### src/rtl/sdram_port_arbiter_if.sv
// Signal bundle around the SDRAM port arbiter: download writer, CPU port, ROM port
// and the SDRAM controller user port, all in the clk57 domain.
interface sdram_port_arbiter_if #(
    parameter int ADDR_W = 20
);
    logic              dl_wr;
    logic [24:0]       dl_addr;
    logic [7:0]        dl_data;
    logic              dl_busy;
    logic              dl_ovf;

    logic              cpu_rd;
    logic              cpu_wr;
    logic [ADDR_W-1:0] cpu_addr;
    logic [7:0]        cpu_din;
    logic [7:0]        cpu_dout;
    logic              cpu_ack;

    logic              rom_rd;
    logic [ADDR_W-1:0] rom_addr;
    logic [7:0]        rom_dout;
    logic              rom_ack;

    logic              mem_req;
    logic              mem_we;
    logic [ADDR_W-1:0] mem_addr;
    logic [7:0]        mem_din;
    logic [7:0]        mem_dout;
    logic              mem_ack;

    // The arbiter itself.
    modport slave (
        input  dl_wr, dl_addr, dl_data,
        input  cpu_rd, cpu_wr, cpu_addr, cpu_din,
        input  rom_rd, rom_addr,
        input  mem_dout, mem_ack,
        output dl_busy, dl_ovf,
        output cpu_dout, cpu_ack,
        output rom_dout, rom_ack,
        output mem_req, mem_we, mem_addr, mem_din
    );

    // Everything around it: the requesters and the SDRAM controller.
    modport master (
        output dl_wr, dl_addr, dl_data,
        output cpu_rd, cpu_wr, cpu_addr, cpu_din,
        output rom_rd, rom_addr,
        output mem_dout, mem_ack,
        input  dl_busy, dl_ovf,
        input  cpu_dout, cpu_ack,
        input  rom_dout, rom_ack,
        input  mem_req, mem_we, mem_addr, mem_din
    );
endinterface

### src/rtl/sdram_port_arbiter.sv
// Shares the SDRAM user port between a one-deep download write buffer (highest priority)
// and the CPU / ROM ports (round-robin), one req/ack transaction at a time.
module sdram_port_arbiter #(
    parameter int              ADDR_W   = 20,
    parameter logic [ADDR_W-1:0] DL_BASE  = 20'h00000,
    parameter logic [ADDR_W-1:0] DL_LIMIT = 20'h10000
) (
    input logic                 clk,
    input logic                 reset,
    sdram_port_arbiter_if.slave bus
);

    typedef enum logic [1:0] {
        S_IDLE,
        S_BUSY,
        S_DONE
    } state_t;

    typedef enum logic [1:0] {
        G_DL,
        G_CPU,
        G_ROM
    } grant_t;

    state_t            state;
    grant_t            grant;
    logic              last_rom;
    logic              excl_cpu;
    logic              excl_rom;
    logic [ADDR_W-1:0] dl_buf_addr;
    logic [7:0]        dl_buf_data;

    logic [24:0]       dl_sum;
    logic              dl_accept;
    logic              dl_emptying;
    logic              dl_free;
    logic              cpu_elig;
    logic              rom_elig;

    // Upper download-address bits must be clear and the offset address must stay below the limit.
    function automatic logic dl_in_range(input logic [24:0] addr, input logic [24:0] sum);
        return (addr[24:ADDR_W] == '0) && (sum < 25'(DL_LIMIT));
    endfunction

    assign dl_sum      = bus.dl_addr + 25'(DL_BASE);
    assign dl_accept   = bus.dl_wr && dl_in_range(bus.dl_addr, dl_sum);
    assign dl_emptying = (state == S_BUSY) && (grant == G_DL) && bus.mem_ack;
    assign dl_free     = !bus.dl_busy || dl_emptying;

    // A port acked in the previous cycle sits out one IDLE so it can drop its level.
    assign cpu_elig = (bus.cpu_rd || bus.cpu_wr) && !excl_cpu;
    assign rom_elig = bus.rom_rd && !excl_rom;

    always_ff @(posedge clk) begin
        if (reset) begin
            bus.dl_busy <= 1'b0;
            bus.dl_ovf  <= 1'b0;
        end else begin
            if (dl_emptying) begin
                bus.dl_busy <= 1'b0;
            end
            if (dl_accept) begin
                if (dl_free) begin
                    bus.dl_busy <= 1'b1;
                end else begin
                    bus.dl_ovf <= 1'b1;
                end
            end
        end
    end

    always_ff @(posedge clk) begin
        if (dl_accept && dl_free) begin
            dl_buf_addr <= dl_sum[ADDR_W-1:0];
            dl_buf_data <= bus.dl_data;
        end
    end

    always_ff @(posedge clk) begin
        if (reset) begin
            state        <= S_IDLE;
            grant        <= G_CPU;
            last_rom     <= 1'b1;
            excl_cpu     <= 1'b0;
            excl_rom     <= 1'b0;
            bus.mem_req  <= 1'b0;
            bus.mem_we   <= 1'b0;
            bus.mem_addr <= '0;
            bus.mem_din  <= '0;
            bus.cpu_ack  <= 1'b0;
            bus.rom_ack  <= 1'b0;
            bus.cpu_dout <= '0;
            bus.rom_dout <= '0;
        end else begin
            bus.cpu_ack <= 1'b0;
            bus.rom_ack <= 1'b0;
            excl_cpu    <= 1'b0;
            excl_rom    <= 1'b0;
            unique case (state)
                S_IDLE: begin
                    if (bus.dl_busy) begin
                        grant        <= G_DL;
                        bus.mem_req  <= 1'b1;
                        bus.mem_we   <= 1'b1;
                        bus.mem_addr <= dl_buf_addr;
                        bus.mem_din  <= dl_buf_data;
                        state        <= S_BUSY;
                    end else if (cpu_elig && (!rom_elig || last_rom)) begin
                        grant        <= G_CPU;
                        bus.mem_req  <= 1'b1;
                        bus.mem_we   <= bus.cpu_wr;
                        bus.mem_addr <= bus.cpu_addr;
                        bus.mem_din  <= bus.cpu_din;
                        state        <= S_BUSY;
                    end else if (rom_elig) begin
                        grant        <= G_ROM;
                        bus.mem_req  <= 1'b1;
                        bus.mem_we   <= 1'b0;
                        bus.mem_addr <= bus.rom_addr;
                        bus.mem_din  <= '0;
                        state        <= S_BUSY;
                    end
                end
                S_BUSY: begin
                    if (bus.mem_ack) begin
                        bus.mem_req <= 1'b0;
                        state       <= S_DONE;
                        if (grant == G_CPU) begin
                            bus.cpu_ack <= 1'b1;
                            if (!bus.mem_we) begin
                                bus.cpu_dout <= bus.mem_dout;
                            end
                        end else if (grant == G_ROM) begin
                            bus.rom_ack <= 1'b1;
                            if (!bus.mem_we) begin
                                bus.rom_dout <= bus.mem_dout;
                            end
                        end
                    end
                end
                S_DONE: begin
                    state <= S_IDLE;
                    if (grant == G_CPU) begin
                        last_rom <= 1'b0;
                        excl_cpu <= 1'b1;
                    end else if (grant == G_ROM) begin
                        last_rom <= 1'b1;
                        excl_rom <= 1'b1;
                    end
                end
                default: state <= S_IDLE;
            endcase
        end
    end

endmodule

### src/flat_wrapper.sv
// flat-port wrapper written by rule: the top's interface ports become plain ports
module sdram_port_arbiter_flat 
#(
    parameter int              ADDR_W   = 20,
    parameter logic [ADDR_W-1:0] DL_BASE  = 20'h00000,
    parameter logic [ADDR_W-1:0] DL_LIMIT = 20'h10000
)
  (clk, reset, bus_dl_wr, bus_dl_addr, bus_dl_data, bus_cpu_rd, bus_cpu_wr, bus_cpu_addr, bus_cpu_din, bus_rom_rd, bus_rom_addr, bus_mem_dout, bus_mem_ack, bus_dl_busy, bus_dl_ovf, bus_cpu_dout, bus_cpu_ack, bus_rom_dout, bus_rom_ack, bus_mem_req, bus_mem_we, bus_mem_addr, bus_mem_din);
  sdram_port_arbiter_if #(.ADDR_W(ADDR_W)) bus_i ();
  input logic clk;
  input logic reset;
  input wire logic [$bits(bus_i.dl_wr)-1:0] bus_dl_wr;
  input wire logic [$bits(bus_i.dl_addr)-1:0] bus_dl_addr;
  input wire logic [$bits(bus_i.dl_data)-1:0] bus_dl_data;
  input wire logic [$bits(bus_i.cpu_rd)-1:0] bus_cpu_rd;
  input wire logic [$bits(bus_i.cpu_wr)-1:0] bus_cpu_wr;
  input wire logic [$bits(bus_i.cpu_addr)-1:0] bus_cpu_addr;
  input wire logic [$bits(bus_i.cpu_din)-1:0] bus_cpu_din;
  input wire logic [$bits(bus_i.rom_rd)-1:0] bus_rom_rd;
  input wire logic [$bits(bus_i.rom_addr)-1:0] bus_rom_addr;
  input wire logic [$bits(bus_i.mem_dout)-1:0] bus_mem_dout;
  input wire logic [$bits(bus_i.mem_ack)-1:0] bus_mem_ack;
  output wire logic [$bits(bus_i.dl_busy)-1:0] bus_dl_busy;
  output wire logic [$bits(bus_i.dl_ovf)-1:0] bus_dl_ovf;
  output wire logic [$bits(bus_i.cpu_dout)-1:0] bus_cpu_dout;
  output wire logic [$bits(bus_i.cpu_ack)-1:0] bus_cpu_ack;
  output wire logic [$bits(bus_i.rom_dout)-1:0] bus_rom_dout;
  output wire logic [$bits(bus_i.rom_ack)-1:0] bus_rom_ack;
  output wire logic [$bits(bus_i.mem_req)-1:0] bus_mem_req;
  output wire logic [$bits(bus_i.mem_we)-1:0] bus_mem_we;
  output wire logic [$bits(bus_i.mem_addr)-1:0] bus_mem_addr;
  output wire logic [$bits(bus_i.mem_din)-1:0] bus_mem_din;
  assign bus_i.dl_wr = bus_dl_wr;
  assign bus_i.dl_addr = bus_dl_addr;
  assign bus_i.dl_data = bus_dl_data;
  assign bus_i.cpu_rd = bus_cpu_rd;
  assign bus_i.cpu_wr = bus_cpu_wr;
  assign bus_i.cpu_addr = bus_cpu_addr;
  assign bus_i.cpu_din = bus_cpu_din;
  assign bus_i.rom_rd = bus_rom_rd;
  assign bus_i.rom_addr = bus_rom_addr;
  assign bus_i.mem_dout = bus_mem_dout;
  assign bus_i.mem_ack = bus_mem_ack;
  assign bus_dl_busy = bus_i.dl_busy;
  assign bus_dl_ovf = bus_i.dl_ovf;
  assign bus_cpu_dout = bus_i.cpu_dout;
  assign bus_cpu_ack = bus_i.cpu_ack;
  assign bus_rom_dout = bus_i.rom_dout;
  assign bus_rom_ack = bus_i.rom_ack;
  assign bus_mem_req = bus_i.mem_req;
  assign bus_mem_we = bus_i.mem_we;
  assign bus_mem_addr = bus_i.mem_addr;
  assign bus_mem_din = bus_i.mem_din;
  sdram_port_arbiter #(.ADDR_W(ADDR_W), .DL_BASE(DL_BASE), .DL_LIMIT(DL_LIMIT)) u_core (.clk(clk), .reset(reset), .bus(bus_i));
endmodule
### config.mk
export PLATFORM = sky130hd
export DESIGN_NAME = sdram_port_arbiter_flat
export DESIGN_NICKNAME = d
export VERILOG_FILES = /design/src/rtl/sdram_port_arbiter_if.sv /design/src/rtl/sdram_port_arbiter.sv /design/src/flat_wrapper.sv
export SDC_FILE = /design/constraint.sdc
export NUM_CORES = 1
export LEC_CHECK = 0
export ABC_AREA = 1
export CAP_MARGIN = 20
export CORE_UTILIZATION = 30
export DETAILED_ROUTE_END_ITERATION = 7
export PLACE_DENSITY = 0.65
export RECOVER_POWER = 25
export SLEW_MARGIN = 25
export SYNTH_ARGS = -nofsm -noshare
export SYNTH_HDL_FRONTEND = slang
export SYNTH_SLANG_ARGS = --single-unit
### constraint.sdc
create_clock -name clk -period 6.8 [get_ports clk]
set_input_delay 1.36 -clock clk [delete_from_list [all_inputs] [get_ports clk]]
set_output_delay 1.36 -clock clk [all_outputs]
set_load 0.1 [all_outputs]
* Word level (Yosys, flattened, before mapping)
Index checks and enable logic that the tools add are counted.
** Word-level totals
- Memory bits (read-only) :: 0
- Word-level logic and storage cells :: 90
- RAM bits :: 0
- Register bits :: 85
- Output and inout port bits :: 50
- Bits in latches :: 0
- Memories :: 0
** Cells by class
- Multiply operators :: 0
- Magnitude comparators :: 1
- Eq/ne operators :: 6
- $add $sub $neg :: 0
- Bitwise gates (word level) :: 6
- Div/mod/pow operators :: 0
- Shift-type cells :: 0
- Reduce and logical (&&, ||, !) cells :: 30
- Mux-type cells :: 30
** Operators by type and width (number)
- $mux W20 :: 3
- $lt A25 B17 Y1 const B :: 1
- $mux W8 :: 3
- $mux W1 :: 15
- $mux W2 :: 7
- $logic_and A1 B1 Y1 :: 8
- $reduce_and A2 Y1 :: 4
- $not A1 Y1 :: 6
- $logic_not A5 Y1 :: 1
- $reduce_and A5 Y1 :: 1
- $eq A2 B1 Y1 const B :: 2
- $eq A2 B2 Y1 const B :: 2
- $logic_not A1 Y1 :: 4
- $logic_not A2 Y1 :: 2
- $ne A4 B1 Y1 const B :: 1
- $pmux W2 S2 :: 1
- $reduce_and A4 Y1 :: 1
- $reduce_bool A2 Y1 :: 2
- $logic_or A1 B1 Y1 :: 3
- $reduce_and A3 Y1 :: 1
- $reduce_bool A3 Y1 :: 1
- $reduce_or A3 Y1 :: 1
- $ne A2 B2 Y1 const B :: 1
- $pmux W1 S2 :: 1
- $reduce_or A2 Y1 :: 1

* Longest topological paths before layout
Gate-level depths: netlist (run 1).
- Depth in word-level cells :: 8
- Mapped depth :: 10
- Mapped depth without buffers :: 9

* Least setup slack after synthesis (run 1)
Ideal clock, no wire load.
- Path kind :: in2reg
- Start point :: input port bus_dl_addr[18]
- End point :: register u_core.dl_buf_addr[0], enable pin
- Library setup time :: 0.484 ns
- Arrival :: 4.359 ns
- Setup slack :: 1.957 ns
- Stages :: 3
- Buffers on the path :: 0
- Path through :: nor2_1 nand3b_1 nor4_1
** On the way
- Longest elaborated chain between the ends :: 4
** Ends and longest elaborated chain
- start: declaration :: RTL line flat_wrapper.sv:13 : input wire logic [$bits(bus_i.dl_addr)-1:0] bus_dl_addr;
- $lt A25 B17 Y1 :: RTL line sdram_port_arbiter.sv:42 : return (addr[24:ADDR_W] == '0) && (sum < 25'(DL_LIMIT));
- $logic_and A1 B1 Y1 :: RTL line sdram_port_arbiter.sv:42
- $logic_and A1 B1 Y1 :: RTL line sdram_port_arbiter.sv:46 : assign dl_accept = bus.dl_wr && dl_in_range(bus.dl_addr, dl_sum);
- $logic_and A1 B1 Y1 :: RTL line sdram_port_arbiter.sv:73 : if (dl_accept && dl_free) begin
- end signal: assignment :: RTL line sdram_port_arbiter.sv:74 : dl_buf_addr <= dl_sum[ADDR_W-1:0];
- end: declaration :: RTL line sdram_port_arbiter.sv:30 : logic [ADDR_W-1:0] dl_buf_addr;
Every way passes these cells.
A chain may end at the register's enable or synchronous reset.

* Worst setup path in the final report (run 1)
- Start point :: input port bus_rom_rd
- End point :: register u_core.bus.mem_addr[2]
** On the way
- Longest elaborated chain between the ends :: 6
- Elaborated cells on any way between the ends :: 8
- Those cells by class :: 2 x mux; 6 x reduce/logical
** Ends and longest elaborated chain
- start: declaration :: RTL line flat_wrapper.sv:19 : input wire logic [$bits(bus_i.rom_rd)-1:0] bus_rom_rd;
- $logic_and A1 B1 Y1 (*) :: RTL line sdram_port_arbiter.sv:52 : assign rom_elig = bus.rom_rd && !excl_rom;
- $logic_not A1 Y1 :: RTL line sdram_port_arbiter.sv:108 : end else if (cpu_elig && (!rom_elig || last_rom)) begin
- $logic_or A1 B1 Y1 :: RTL line sdram_port_arbiter.sv:108
- $logic_and A1 B1 Y1 :: RTL line sdram_port_arbiter.sv:108
- $reduce_bool A3 Y1 (no line) or $mux W20 (tied branches)
- $reduce_and A2 Y1 (no line) or $mux W20 (tied branches)
- end signal: assignment :: RTL line sdram_port_arbiter.sv:105 : bus.mem_addr <= dl_buf_addr;
- end signal: assignment :: RTL line sdram_port_arbiter.sv:112 : bus.mem_addr <= bus.cpu_addr;
- end signal: assignment :: RTL line sdram_port_arbiter.sv:119 : bus.mem_addr <= bus.rom_addr;
- end: declaration :: RTL line sdram_port_arbiter_if.sv:40 : output mem_req, mem_we, mem_addr, mem_din
Every way passes the cells marked *; elsewhere a longest branch is shown, timed or not.

==> impl_metrics.yaml, run 1 <==
layout:
  final_nets: 700
  fill_cells: 1203
  final_cells: 777
  synthToLayoutAreaGrowth_pct: 45.0
  final_util_pct: 44.5
  antenna_cells: 0
  layout-drive-gt1-share_pct: 5.95
synth:
  synth_area_leaders: "dfxtp_1 (30%), edfxtp_1 (22%), nand2_1 (9.8%)"
  synthArstFlopShare_pct: 0
  synth_flop_cell: "dfxtp_1"
  synth_simple_gate_area_share_pct: 28.6
  synthXorXnorAreaFrac_pct: 0
  yosysMostFrequentCell: "nand2_1"
  synth_top_area_share_pct: 29.6
  ys.warnings.count: 0
  synth-edff-count: 28
  syn_nets: 567
  yosysSeqAreaShare_pct: 51.3
  synth_top_area_cell: "dfxtp_1"
  synth.area.mux_share_pct: 0
  synth_top_family_by_area: "simple AND/OR/NAND/NOR gates"
  ys_top_cells_by_count: "nand2_1 (101), nor2_1 (75), dfxtp_1 (57)"
  synth_fa_ha_area_share_pct: 1.30
  synth_area_per_cell_um2: 8.27
  synth_compound_area_share_pct: 8.75
  ys_seq_elements: 85
  synth_cell_types: 33
  netlist_instances: 467
  synth_area_um2: 3860
placed_design:
  port_buffers: 145
  gp_congestion: 0.737
  dp.cells: 761
  hpwl_um: 7580
hold_path:
  hold_depth: 2
  min_from: "u_core.bus.rom_dout[0]$_SDFFE_PP0P_"
  worstHoldEndpoint: "u_core.bus.rom_dout[0]$_SDFFE_PP0P_"
  hp-class: "reg2reg"
global_routing:
  grt_usage_pct: 16.1
  grt_max_degree: 39
  use_met2_pct: 27.3
  use_met3_pct: 4.03
  grt.busiest_layer: "met2"
  antenna_found_initial: 0
  grt_overflow_total: 0
  grt_util_met1_pct: 20.2
  grt_pass1_wl_um: 16300
  grt_pass1_vias: 3345
setup_path:
  crit_path_frequent_cell: "nand2_1"
  cp_slowest_stage_delay_ns: 0.93
  path_cells: "clkdlybuf4s50_1 > a21oi_1 > nand2_1 > nand2_1 > nand2_1 > nand2_1 > nand3_1 > nand2_1 > inv_1"
  reg2reg_slack_ns: 4.06
  path_class: "in2reg"
  arrival_ns: 3.89
  r2r_end: "u_core.bus.mem_addr[2]$_SDFFE_PP0P_"
  end_kind: "register"
  r2r_start: "u_core.bus.dl_busy$_SDFF_PP0_"
  ff2ff_path_depth: 9
  start_kind: "input pin"
  crit_path_top_delay_cell: "nand2_1"
  critPathMaxFanout: 30
  cp.required_ns: 7.03
floorplan:
  dieHeight_um: 115
  io_pins: 146
  core-area_um2: 12600
  start_util_pct: 30.7
  die-area_um2: 13300
  die_w_um: 115
  rows: 41
timing:
  fin_crit_sh_pct: 53.9
  setup_viol: 0
  timing.hold.ws_ns: 0.448
  relSlewSlack_pct: 24.8
  drv_slew: 0
  clock.fmax_ghz: 0.273
  period_needed_ns: 3.66
  worstMarginPinSlew_ns: 1.13
  fin_skew_ns: 0.00901
  rsz0062_at_grt: "no"
  hold_viol: 0
  fin_setup_tns_ns: 0
clock_network:
  clockRootBuffer: "clkbuf_16"
  tritoncts: "done"
  cts_setup_buffers: 0
  cts.sinks: 85
  cts_buffer_depth: 2
  h-tree-depth: 3
  cts_made_buffers: 9
  hold_buffers: 0
  cts_resized: 0
  clock_latency_ns: 0.33
  path_clk_slew_ns: 0.06
route:
  dr_total_vias: 3444
  firstDrtPassIters: 4
  wl_per_cell_um: 13.6
  postRouteAntennaNets: 0
  wl_um: 10600
  route.detailed.drc: 0
  drtIter0Drc: 212
  viasPerCell: 4.43
power_and_ir_drop:
  fin_total_pwr_mw: 1.46
  irDropWorstVdd_mv: 0.112
  powerDensity_nw_per_um2: 260
  cellLeakagePower_nw: 2.29
flow_run:
  maxCapViolCount: 0
outcome:
  outcome: "completed"
## placed cells by master, fill, tap and decap left out, drive strengths merged
cell / instances
clkdlybuf4s50: 116
nand2: 109
nor2: 79
dfxtp: 57
inv: 50
nand3: 43
o21ai: 37
dlygate4sd3: 29
edfxtp: 28
a21oi: 16
clkbuf: 15
nand4: 9
ha: 4
nor3: 4
nand3b: 2
buf: 2
nor4: 1
o21bai: 1
o211ai: 1
a211oi: 1
clkinv: 1
## worst max-delay path, delay by kind of cell
family | cells | cell delay [ns]
AND/OR/NAND/NOR | 6 | 1.70
AO/OA/AOI/OAI | 1 | 0.32
buffers and inverters | 2 | 0.51
## power by group
group	internal, mW	switching, mW	total, mW
clock	0.280	0.191	0.471
sequential	0.552	0.0165	0.568
combinational	0.127	0.289	0.416
total	0.959	0.496	1.46
## cells by family (layout without fill, tap and decap cells)
kind of cell / after synthesis / in the layout
adders and majority gates: 4 / 4
AOI/OAI and AO/OA: 56 / 56
and+or+nand+nor: 247 / 247
DFF: 85 / 85
buffers and inverters: 75 / 213
## metrics by stage
step,setup slack [ns],area (µm²)
after floorplan,1.96,3860
after global placement,3.26,5350
after detailed placement,3.13,5350
after CTS,3.45,5630
after global routing,2.93,5600
final,3.14,5600
## flip-flops by register name, indices dropped and copies added, names as in the netlist
name                 count
u_core.bus.cpu_dout      8
u_core.excl_rom          1
u_core.bus.mem_we        1
u_core.bus.mem_req       1
u_core.dl_buf_addr      20
u_core.bus.rom_dout      8
u_core.dl_buf_data       8
u_core.bus.dl_busy       1
u_core.bus.mem_addr     20
u_core.bus.mem_din       8
u_core.bus.cpu_ack       1
u_core.state             2
u_core.bus.rom_ack       1
u_core.excl_cpu          1
u_core.grant             2
u_core.bus.dl_ovf        1
u_core.last_rom          1
## per-layer routing
layer | part of all wire [%] | vias to the layer above
li1 | - | 1767
met5 | 0 | -
met1 | 46 | 1578
met4 | 0.38 | 0
met2 | 48 | 97
met3 | 5.5 | 2
## layout make-up
type	instances	area [µm²]	area share (%)
inverters	50	188	3.35
clock buffers	15	279	4.99
well taps	172	215	3.85
flip-flops and latches	85	1980	35.4
multi-input cells	307	1460	26.1
clock inverters	1	5.00	0.0894
repair buffers	147	1470	26.2
## how the worst max path moves through the flow
stage / cells past startpoint / slack, ns / from / endpoint
global placement: 4 / 3.26 / reset / u_core.bus.rom_dout[3]$_SDFFE_PP0P_
detailed placement: 4 / 3.13 / reset / u_core.bus.rom_dout[3]$_SDFFE_PP0P_
global route: 8 / 2.93 / bus_rom_rd / u_core.bus.mem_din[3]$_SDFFE_PP0P_
floorplan: 3 / 1.96 / bus_dl_addr[18] / u_core.dl_buf_addr[0]$_DFFE_PP_
CTS: 1 / 3.45 / u_core.bus.mem_we$_SDFFE_PP0P_ / bus_mem_we
finish: 9 / 3.14 / bus_rom_rd / u_core.bus.mem_addr[2]$_SDFFE_PP0P_
(Power assumes the default switching activity.)
==> run 2, diff against run 1 <==
- PLACE_DENSITY: 0.65 -> 0.67
- clock period: 6.8 -> 2.95 ns (I/O delays scaled with it)
==> impl_metrics.yaml, run 2 (synthesized netlist as in run 1, its figures left out) <==
route:
  route.detailed.drc: 0
  firstDrtPassIters: 4
  wl_um: 10300
  viasPerCell: 4.45
  dr_total_vias: 3472
  drtIter0Drc: 278
  postRouteAntennaNets: 0
  wl_per_cell_um: 13.2
power_and_ir_drop:
  powerDensity_nw_per_um2: 609
  cellLeakagePower_nw: 2.37
  fin_total_pwr_mw: 3.36
  irDropWorstVdd_mv: 0.225
flow_run:
  maxCapViolCount: 0
global_routing:
  grt_overflow_total: 0
  grt_pass1_wl_um: 15900
  grt_max_degree: 39
  antenna_found_initial: 0
  grt_usage_pct: 15.7
  grt_pass1_vias: 3250
timing:
  period_needed_ns: 2.19
  rsz0062_at_grt: "no"
  fin_crit_sh_pct: 74.2
  worstMarginPinSlew_ns: 1.19
  hold_viol: 0
  fin_skew_ns: 0.00445
  drv_slew: 0
  clock.fmax_ghz: 0.457
  relSlewSlack_pct: 21.2
  fin_setup_tns_ns: 0
  setup_viol: 0
  setup_slack_ns: 0.761
layout:
  multiInputGateArea_um2: 1510
  reg.largest.list: "u_core.bus.mem_addr (20), u_core.dl_buf_addr (20)"
  layout_commonest_cell: "nand2_1"
  mostFrequentLayoutCells: "nand2_1 (101), nor2_1 (75), clkdlybuf4s50_1 (66)"
  final-seq-area_um2: 1980
  final_area_um2: 5510
  layout-drive-gt1-share_pct: 14.8
  synthToLayoutAreaGrowth_pct: 42.9
  fill_cells: 1255
  final_nets: 703
  antenna_cells: 0
setup_path:
  arrival_ns: 1.60
  cp_num_buf_inv: 2
  cp_slowest_stage_delay_ns: 0.49
  path_class: "reg2out"
  crit_path_frequent_cell: "buf_4"
  crit_path_top_delay_cell: "dfxtp_1"
  critPathTopFamily: "buffers and inverters"
  critPathMaxFanout: 30
  end_kind: "output port"
  reg2reg_slack_ns: 1.10
  path_cells: "buf_4 > buf_4"
  start_kind: "register"
  cp.required_ns: 2.36
outcome:
  outcome: "completed"
placed_design:
  placed_area_um2: 5250
  port_buffers: 145
  hpwl_um: 7460
  pre_cts_ws_ns: 0.531
  gp_congestion: 0.811
floorplan:
  rows: 41
  start_util_pct: 30.7
  io_pins: 146
  die_w_um: 115
  core-area_um2: 12600
  dieHeight_um: 115
  die-area_um2: 13300
clock_network:
  cts_made_buffers: 9
  hold_buffers: 0
  tritoncts: "done"
  path_clk_slew_ns: 0.06
  cts_resized: 0
  cts_setup_buffers: 0
  clock_latency_ns: 0.33
  cts_buffer_depth: 2
  clockRootBuffer: "clkbuf_16"
  cts.sinks: 85
  h-tree-depth: 3
hold_path:
  hp-class: "reg2reg"
## run 2: final cells by class
type	count	area share, %
Tap cell	172	3.90
Clock buffer	9	4.08
Inverter	50	3.40
Sequential cell	85	35.9
Multi-Input combinational cell	307	27.3
Clock inverter	7	1.18
Timing Repair Buffer	150	24.2
## run 2: power breakdown
group | internal, mW | total, mW | switching, mW
clock | 0.651 | 1.10 | 0.449
sequential | 1.27 | 1.31 | 0.0372
combinational | 0.275 | 0.948 | 0.673
total | 2.20 | 3.36 | 1.16
## run 2: worst reg2reg max path, delay by kind of cell (launching register included)
family                 cells  cell delay, ns
AO/OA/AOI/OAI              1            0.12
AND/OR/NAND/NOR            4            0.80
flip-flops                 1            0.37
buffers and inverters      3            0.50
## run 2: worst paths after layout
check	start	end	cells past startpoint
worst min register to register	u_core.bus.rom_dout[3]$_SDFFE_PP0P_	u_core.bus.rom_dout[3]$_SDFFE_PP0P_	2
worst max register to register	u_core.state[1]$_SDFFE_PP0P_	u_core.bus.mem_addr[9]$_SDFFE_PP0P_	8
worst max-delay path	u_core.bus.dl_busy$_SDFF_PP0_	bus_dl_busy	2
worst min-delay path	u_core.bus.rom_dout[3]$_SDFFE_PP0P_	u_core.bus.rom_dout[3]$_SDFFE_PP0P_	2
## run 2: routing by layer
layer / track usage (%) / vias up / wire length [µm] / part of all wire [%]
met3: 3.56 / 16 / 702 / 6.8
met4: 7.79 / 0 / 208 / 2.0
met2: 25.5 / 117 / 4800 / 47
met1: 19.5 / 1566 / 4590 / 45
li1: - / 1773 / - / -
met5: 0 / - / 0 / 0
## run 2: stage by stage
| step | hold WS, ns | std cells | util (%) |
|---|---|---|---|
| floorplan | 0.443 | 467 | - |
| global placement | 0.432 | 764 | 41.8 |
| detailed placement | 0.439 | 764 | 41.8 |
| CTS | 0.448 | 780 | 44.1 |
| global route | 0.456 | 780 | 43.9 |
| finish | 0.445 | 780 | 43.9 |
